==> src/rtl/haar_cascade_ctrl.sv <==
// Haar cascade sequencer: raster-scans a WIN x WIN window over the image and runs
// each stage from a small writable table on a shared evaluator, rejecting a window
// at its first failing stage and reporting windows that pass every stage.
// Latency: start -> first stg_start 1 cycle; each evaluated stage is 1 ISSUE cycle
// plus WAIT cycles through stg_done; a skipped (num_feat=0) stage is 1 cycle;
// NEXT_WIN is 1 cycle per window.
// Backpressure: stalls in WAIT until stg_done; start and table writes are only
// honoured in IDLE.
// Ports:
//   clk, reset                         clock and synchronous active-high reset
//   start / busy / scan_done           scan control and status
//   cfg_we, cfg_idx, cfg_first_feat,
//   cfg_num_feat, cfg_threshold        stage-table write port (IDLE only)
//   stg_start, stg_first_feat,
//   stg_num_feat, stg_threshold        stage request to the evaluator
//   stg_done, stg_pass                 evaluator result
//   win_x, win_y, stage_idx            current window origin and stage
//   det_valid, det_x, det_y, det_count detection report and saturating count
module haar_cascade_ctrl #(
  parameter int NUM_STAGES = 4,
  parameter int IMG_W      = 320,
  parameter int IMG_H      = 240,
  parameter int WIN        = 24,
  parameter int STEP       = 2,
  parameter int COORD_W    = 10
) (
  input  logic               clk,
  input  logic               reset,
  input  logic               start,
  output logic               busy,
  output logic               scan_done,
  input  logic               cfg_we,
  input  logic [3:0]         cfg_idx,
  input  logic [15:0]        cfg_first_feat,
  input  logic [15:0]        cfg_num_feat,
  input  logic [15:0]        cfg_threshold,
  output logic               stg_start,
  output logic [15:0]        stg_first_feat,
  output logic [15:0]        stg_num_feat,
  output logic [15:0]        stg_threshold,
  input  logic               stg_done,
  input  logic               stg_pass,
  output logic [COORD_W-1:0] win_x,
  output logic [COORD_W-1:0] win_y,
  output logic [3:0]         stage_idx,
  output logic               det_valid,
  output logic [COORD_W-1:0] det_x,
  output logic [COORD_W-1:0] det_y,
  output logic [15:0]        det_count
);

  typedef enum logic [2:0] {
    S_IDLE,
    S_ISSUE,
    S_WAIT,
    S_NEXT_WIN,
    S_DONE
  } state_t;

  state_t state, state_nxt;

  // Table is sized for the full 4-bit index so cfg_idx/stage_idx select it
  // directly; entries at or beyond NUM_STAGES are never written.
  logic [15:0] tbl_first [16];
  logic [15:0] tbl_num   [16];
  logic [15:0] tbl_thr   [16];

  logic        det_pending;
  logic        last_stage;
  logic        stage_resolved;
  logic        stage_passed;
  logic        x_fits;
  logic        y_fits;
  logic [15:0] cur_num;

  assign cur_num    = tbl_num[stage_idx];
  assign last_stage = (stage_idx == 4'(NUM_STAGES - 1));
  assign x_fits     = (32'(win_x) + 32'(STEP) + 32'(WIN)) <= 32'(IMG_W);
  assign y_fits     = (32'(win_y) + 32'(STEP) + 32'(WIN)) <= 32'(IMG_H);

  // A stage resolves either immediately (empty stage counts as a pass) or when
  // the evaluator answers in WAIT. stg_done in ISSUE is deliberately ignored.
  always_comb begin
    stage_resolved = 1'b0;
    stage_passed   = 1'b0;
    case (state)
      S_ISSUE: begin
        if (cur_num == 16'd0) begin
          stage_resolved = 1'b1;
          stage_passed   = 1'b1;
        end
      end
      S_WAIT: begin
        if (stg_done) begin
          stage_resolved = 1'b1;
          stage_passed   = stg_pass;
        end
      end
      default: ;
    endcase
  end

  // State register
  always_ff @(posedge clk) begin
    if (reset) state <= S_IDLE;
    else       state <= state_nxt;
  end

  // Next-state logic
  always_comb begin
    state_nxt = state;
    case (state)
      S_IDLE: if (start) state_nxt = S_ISSUE;
      S_ISSUE, S_WAIT: begin
        if (state == S_ISSUE && cur_num != 16'd0) state_nxt = S_WAIT;
        else if (stage_resolved) begin
          if (!stage_passed || last_stage) state_nxt = S_NEXT_WIN;
          else                             state_nxt = S_ISSUE;
        end
      end
      S_NEXT_WIN: state_nxt = (x_fits || y_fits) ? S_ISSUE : S_DONE;
      S_DONE:     state_nxt = S_IDLE;
      default:    state_nxt = S_IDLE;
    endcase
  end

  // Outputs
  always_comb begin
    busy      = (state != S_IDLE);
    scan_done = (state == S_DONE);
    stg_start = (state == S_ISSUE) && (cur_num != 16'd0);
    det_valid = (state == S_NEXT_WIN) && det_pending;
  end

  // Table and window registers only change in IDLE/ISSUE/WAIT/NEXT_WIN, so the
  // evaluator-facing values hold from ISSUE until the cycle after stg_done.
  assign stg_first_feat = tbl_first[stage_idx];
  assign stg_num_feat   = cur_num;
  assign stg_threshold  = tbl_thr[stage_idx];
  assign det_x          = win_x;
  assign det_y          = win_y;

  // Datapath: table, window position, stage index, detection bookkeeping
  always_ff @(posedge clk) begin
    if (reset) begin
      for (int i = 0; i < 16; i++) begin
        tbl_first[i] <= 16'd0;
        tbl_num[i]   <= 16'd0;
        tbl_thr[i]   <= 16'd0;
      end
      win_x       <= '0;
      win_y       <= '0;
      stage_idx   <= 4'd0;
      det_pending <= 1'b0;
      det_count   <= 16'd0;
    end else begin
      case (state)
        S_IDLE: begin
          if (cfg_we && (32'(cfg_idx) < 32'(NUM_STAGES))) begin
            tbl_first[cfg_idx] <= cfg_first_feat;
            tbl_num[cfg_idx]   <= cfg_num_feat;
            tbl_thr[cfg_idx]   <= cfg_threshold;
          end
          if (start) begin
            win_x       <= '0;
            win_y       <= '0;
            stage_idx   <= 4'd0;
            det_pending <= 1'b0;
            det_count   <= 16'd0;
          end
        end
        S_ISSUE, S_WAIT: begin
          if (stage_resolved && stage_passed) begin
            if (last_stage) det_pending <= 1'b1;
            else            stage_idx   <= stage_idx + 4'd1;
          end
        end
        S_NEXT_WIN: begin
          if (det_pending && det_count != 16'hFFFF) det_count <= det_count + 16'd1;
          det_pending <= 1'b0;
          stage_idx   <= 4'd0;
          if (x_fits) begin
            win_x <= win_x + COORD_W'(STEP);
          end else if (y_fits) begin
            win_x <= '0;
            win_y <= win_y + COORD_W'(STEP);
          end
        end
        default: ;
      endcase
    end
  end

endmodule

==> config.mk <==
export PLATFORM = sky130hd
export DESIGN_NAME = haar_cascade_ctrl
export DESIGN_NICKNAME = d
export VERILOG_FILES = /design/src/rtl/haar_cascade_ctrl.sv
export SDC_FILE = /design/constraint.sdc
export NUM_CORES = 1
export LEC_CHECK = 0
export CAP_MARGIN = 30
export CELL_PAD_IN_SITES_DETAIL_PLACEMENT = 2
export CELL_PAD_IN_SITES_GLOBAL_PLACEMENT = 2
export CORE_UTILIZATION = 45
export CTS_CLUSTER_SIZE = 40
export DETAILED_ROUTE_END_ITERATION = 6
export PLACE_DENSITY_LB_ADDON = 0.1
export REMOVE_ABC_BUFFERS = 1
export SYNTH_ARGS = -nofsm -noshare
export SYNTH_HDL_FRONTEND = slang
export SYNTH_SLANG_ARGS = --single-unit
export TNS_END_PERCENT = 10
==> constraint.sdc <==
create_clock -name clk -period 4.2 [get_ports clk]
set_input_delay 0.84 -clock clk [delete_from_list [all_inputs] [get_ports clk]]
set_output_delay 0.84 -clock clk [all_outputs]
set_load 0.1 [all_outputs]
Yosys cells after proc, flatten, opt, wreduce, memory -nomap -nowiden:

Memories as Yosys holds them, arrays and structs flattened. A register that Yosys moved wholly into a read port is not among the register bits.
Cells that the tools add are included.

* $add $sub $neg: 8
* order comparisons: 3
* equality and inequality tests: 15
* multiplexer cells: 50
* reduce and logical (&&, ||, !) cells: 24

Operators by type and width (number)
* 16-bit two-way mux: 5
* 10-bit two-way mux: 5
* 4-bit two-way mux: 12
* 16-bit OR reduction: 3
* 10-bit one-hot mux with 2 select lines: 2
* 16-bit one-hot mux with 2 select lines: 1
* 11-bit by 5-bit adder with 12-bit output, second input constant: 2
* 10-bit by 2-bit adder with 11-bit output, second input constant: 2
* 10-bit by 2-bit adder with 10-bit output, second input constant: 2
* 16-bit by 1-bit adder with 16-bit output, second input constant: 1
* 16-bit zero test: 1
* 16-bit != test, second input constant: 1
* 16-bit nonzero test: 1
* 1-bit two-way mux: 15
* 12-bit by 8-bit less-or-equal comparator with 1-bit output, second input constant: 1
* 12-bit by 9-bit less-or-equal comparator with 1-bit output, second input constant: 1
* 3-bit two-way mux: 4
* 2-bit != test, second input constant: 6
* 4-bit one-hot mux with 3 select lines: 1
* 4-bit AND reduction: 3
* 3-bit one-hot mux with 3 select lines: 1
* 3-bit by 2-bit equality test with 1-bit output, second input constant: 2
* 3-bit != test, second input constant: 2
* 3-bit AND reduction: 2
* other kinds (17): 24

* register bits: 44
* RAM bits: 768
* input bits: 58
* output and inout port bits: 112
* logic and storage cells: 109
* memories kept: 3

Memories
* tbl_first: depth 16, width 16, read ports 1, clocked after Yosys merged registers in 1, write ports 16, RTL line 64 `logic [15:0] tbl_first [16];`
* tbl_num: depth 16, width 16, read ports 1, clocked after Yosys merged registers in 1, write ports 16, RTL line 65 `logic [15:0] tbl_num [16];`
* tbl_thr: depth 16, width 16, read ports 1, clocked after Yosys merged registers in 1, write ports 16, RTL line 66 `logic [15:0] tbl_thr [16];`

Depth between registers and ports, before layout:

* depth after elaboration: 9
* gate-level depth with buffers: 11
* depth with buffers taken out: 9

Worst setup path after synthesis:

OpenSTA, ideal clock, no wires.

* kind: reg-to-output
* start: register with a tool-made name
* end: output stg_start
* data arrival time: 3.740 ns
* required time: 3.360 ns
* path slack: -0.380 ns
* cell stages (with the launch flop): 9
* buffers on the path: 2
* cell sequence: dfxtp_1 -> buf_1 -> clkbuf_1 -> mux4_2 -> a22oi_1 -> nand2_1 -> nor4_1 -> and4_1 -> nor2b_1

RTL lines
* to (decl): RTL line 37 `output logic stg_start,`

==> results.md <==
- The most common cell in the netlist is sky130_fd_sc_hd__edfxtp_1.
- After legalization and detailed placement, the total HPWL measured 50390 µm.
- The floorplan step set the die width to between 200 and 300 µm.
- Summed over all layers, the global routing overflow is 0.
- Dividing the detail-routed wire length by the instance count gives roughly 24 µm.
- The slew of the pin with the lowest slew margin is approximately 1.3 ns.
- The number of ports placed on the die boundary is 170.
- The area share of the largest cell type after synthesis is 70.64%.
- Sorting the synthesized cells by how often they occur yields sky130_fd_sc_hd__edfxtp_1, sky130_fd_sc_hd__mux4_2, sky130_fd_sc_hd__and2_1.
- The flow ran to the end, and the final reports show no timing, DRC or antenna violations.
- The worst hold slack after final layout is about 0.48 ns.
- For this block, the initial DRC count from the detailed router was ~1.1k.
- The first detailed-routing pass took 5 iterations.
- Before CTS, the worst setup slack after placement is around 0.19 ns.
- The category of the most critical setup path is reg2out.
- The via count of the first global-routing pass was around 20k.
- The adder-cell area share of the yosys netlist is 0.1533%.
- After synthesis, the largest family of logic cells by area is multiplexers.
- The initial utilization of the core area, before any placement, comes to between 40% and 50%.
- The cell count after synthesis is between 1.5k and 2k.
- For this run, the total global-route usage over all layers was measured as between 20% and 30%.
- The clock tree skew after final layout is between 0.02 and 0.025 ns.
- For this design the static power due to leakage is between 10 and 15 nW.
- Across the VDD grid, the largest voltage drop is around 0.46 mV.
- The filler-free cell count of the finished design is between 3k and 4k.
- The unique cell type count in the Yosys netlist is slightly below 60.
- Multiplexer cells account for ~16% of the synthesized area.
- Counting flops and latches in the post-synthesis netlist gives between 800 and 900.
- The biggest area consumer among synthesized cells is sky130_fd_sc_hd__edfxtp_1.
- The final standard cell utilization of the core is a little under three fifths.
- The max-slew violation count is 0.
- The worst slew margin relative to its limit is 13.73%.
- The routed design has around 83000 µm of wire.
- The area of the placeable core is just over 70000 µm².
- Summing the sequential cell areas from Yosys gives approximately three quarters of the chip area.
- Counting every sink on the clock net gives 814.
- The total of buffers placed on input and output ports is 165.
- The buffer cell driving the clock tree root is sky130_fd_sc_hd__clkbuf_16.
- For the worst setup path, the data arrival time is 3.28 ns.
- The H-tree was split into 3 levels.
- Setup repair after global routing left no endpoint under its margin.
- Clock-pin slew was measured on the worst setup and hold paths at roughly 0.060 ns.
- The die footprint is approximately 74000 µm².
- The number of nets with antenna violations after detailed routing is 0.
- Setup violations remaining at the end of the flow were counted as 0.
- The final count of hold timing violations was 0.
- The first global-routing pass estimated ~130000 µm of wire.
- Once placement completed, the tool counted placed cells totaling ~3.3k.
- Entering global routing, the biggest net connects 190 pins.
- The number of CTS-inserted buffers is 88.
- The clock insertion delay at the later pin of the skew report is between 0.6 and 0.7 ns.
- The data required time at the worst endpoint is 3.36 ns.
- The congestion estimate from routability-driven global placement came to about 0.75.
- The routed layout has roughly 17k vias.
- The die span in y is approximately 270 µm.
- The fmax is 242.6 MHz.
- The final period utilization is 98.13%.
- The proportion of register bits with asynchronous set or reset after synthesis is 0%.
- The synthesized netlist devotes between 1.5 and 2% of its cell area to compound gates.
- Across the run, the number of max-cap violations was 0.
- The synthesized netlist devotes less than 1% of its cell area to XOR and XNOR gates.
- Sorting the synthesized cells by area gives the leading types as sky130_fd_sc_hd__edfxtp_1, sky130_fd_sc_hd__mux4_2, sky130_fd_sc_hd__and2_1.
- The maximum fanout along the worst path is 11.
- The TritonCTS clock tree is done.
- Each instance of the synthesized netlist takes up on average approximately 20 µm².
- The type of origin of the critical path is a flip-flop.
- The classification of the worst-slack hold path is reg2reg.
- The worst path meets setup with between 0.07 and 0.08 ns of slack.
- The post-synthesis instance area is 32650 µm².
- Dividing total power by cell area gives a power density of 445.5 nW/µm².
- The number of antenna violations at the first check in global routing is 5.
- In this run, synthesis inferred 768 flip-flops with an integrated enable.
- The floorplan has between 90 and 100 rows.
- The hold path startpoint is det_pending.
- Compared with the post-synthesis result, the final layout area differs by 23.65%.
- The final layout contains around 2.5k nets.
- Dividing the detail-routed via count by the number of cells gives between 5 and 6.
- Summing the areas of all and, or, nand and nor instances in the mapped netlist gives around 6.4% of the synthesized area.
- The commonest register cell after synthesis is sky130_fd_sc_hd__edfxtp_1.
- In the final layout, the share of cells above drive strength 1 is a little under 20%.
- After layout, the minimum clock period comes to about 4.1 ns.
- The worst setup path is captured at a primary output.
- Counting along the longest clock path gives a buffer depth of 3.
- The yosys synthesis warning count is 0.
- The number of remaining DRC errors is 0.
## layout by cell type (no fill, tap or decap), types with 4 or more instances in the layout
cell / netlist / layout
sky130_fd_sc_hd__a21oi_1: 16 / 16
sky130_fd_sc_hd__buf_4: 24 / 69
sky130_fd_sc_hd__inv_1: 13 / 13
sky130_fd_sc_hd__nand2_1: 40 / 39
sky130_fd_sc_hd__or4_1: 5 / 5
sky130_fd_sc_hd__mux2i_1: 4 / 4
sky130_fd_sc_hd__buf_12: 0 / 22
sky130_fd_sc_hd__nor2_1: 45 / 43
sky130_fd_sc_hd__or3_1: 4 / 4
sky130_fd_sc_hd__mux4_2: 225 / 225
sky130_fd_sc_hd__dfxtp_1: 46 / 42
sky130_fd_sc_hd__clkbuf_1: 72 / 24
sky130_fd_sc_hd__nand3_1: 15 / 15
sky130_fd_sc_hd__nor3_1: 10 / 9
sky130_fd_sc_hd__o21ai_0: 5 / 5
sky130_fd_sc_hd__and2_1: 200 / 200
sky130_fd_sc_hd__and3_1: 5 / 4
sky130_fd_sc_hd__xnor2_1: 10 / 10
sky130_fd_sc_hd__ha_1: 4 / 4
sky130_fd_sc_hd__nand2b_1: 6 / 6
sky130_fd_sc_hd__a22oi_1: 32 / 21
sky130_fd_sc_hd__nand4_1: 4 / 4
sky130_fd_sc_hd__or2_2: 7 / 7
sky130_fd_sc_hd__clkinv_1: 0 / 21
sky130_fd_sc_hd__conb_1: 1 / 580
sky130_fd_sc_hd__clkinv_2: 0 / 12
sky130_fd_sc_hd__edfxtp_1: 768 / 768
sky130_fd_sc_hd__clkdlybuf4s50_1: 0 / 114
sky130_fd_sc_hd__clkbuf_16: 0 / 91
sky130_fd_sc_hd__xor2_1: 11 / 11
sky130_fd_sc_hd__nor2b_1: 7 / 5
sky130_fd_sc_hd__a22oi_2: 0 / 11
## routing by layer
metal	vias up	global-route usage, %	wire length (µm)
met1	9185	27.84	32220
met5	-	0	45
met4	6	7.496	2528
met2	354	42.21	45140
li1	7563	-	-
met3	151	3.715	3038
## final timing paths
check             slack, ns            to  depth (start not counted)
hold / removal         0.48   det_pending                          1
setup reg to reg       0.71  stage_idx[3]                         12
setup / recovery       0.08     stg_start                          9
hold reg to reg        0.48   det_pending                          1
## sequential cells by signal (all words and copies together), names as in the netlist, named ones only
signal / flops
stage_idx: 4
det_y: 9
det_pending: 1
state: 3
det_count: 16
tbl_first: 256
tbl_thr: 256
tbl_num: 256
det_x: 9
## critical path: stages, from the launching register on
cell and delay [ns]:
sky130_fd_sc_hd__dfxtp_4 0.44, sky130_fd_sc_hd__buf_12 0.18, sky130_fd_sc_hd__mux4_2 0.50, sky130_fd_sc_hd__a22oi_1 0.29, sky130_fd_sc_hd__nand2_2 0.13, sky130_fd_sc_hd__nor4_4 0.37, sky130_fd_sc_hd__buf_4 0.17, sky130_fd_sc_hd__and4_2 0.28
sky130_fd_sc_hd__nor2b_1 0.09, sky130_fd_sc_hd__buf_12 0.17
## power by group
part | internal, W | switching (W)
combinational | 0.000420 | 0.000763
sequential | 0.00947 | 0.000193
clock | 0.00401 | 0.00313
total | 0.0139 | 0.00409
## repair_timing
action                                  in CTS  in global routing
pin swaps                                    2                  4
endpoints found under the setup margin      28                  1
hold buffers                                 0                  0
resized for setup                           11                 14
buffers inserted                             5                  5
cloned                                       1                  0
## cells by family after synthesis
logic type      after synthesis
flops                       814
simple gates                366
fa+ha+maj                     4
compound gates               85
mux                         229
other cells                   1
xor+xnor                     21
buf+inv                     137
## final cells by class
type / instances / area (µm²)
clock buffer: 115 / 2367
multi-input combinational: 1285 / 10330
antenna: 3 / 7.507
sequential: 814 / 24000
fill: 6249 / 31240
inverter: 13 / 48.80
timing repair buffer: 212 / 2211
clock inverter: 40 / 219.0
tap: 950 / 1189
## stage by stage
stage,cell area (µm²),total power [W],TNS (ns)
floorplan,34240,0.01044,-403.56
global placement,37530,0.01083,0
detailed placement,37530,0.01096,0
CTS,40260,0.01816,0
global route,40360,0.01853,0
finish,40370,0.01798,0
(Power assumes the default switching activity.)
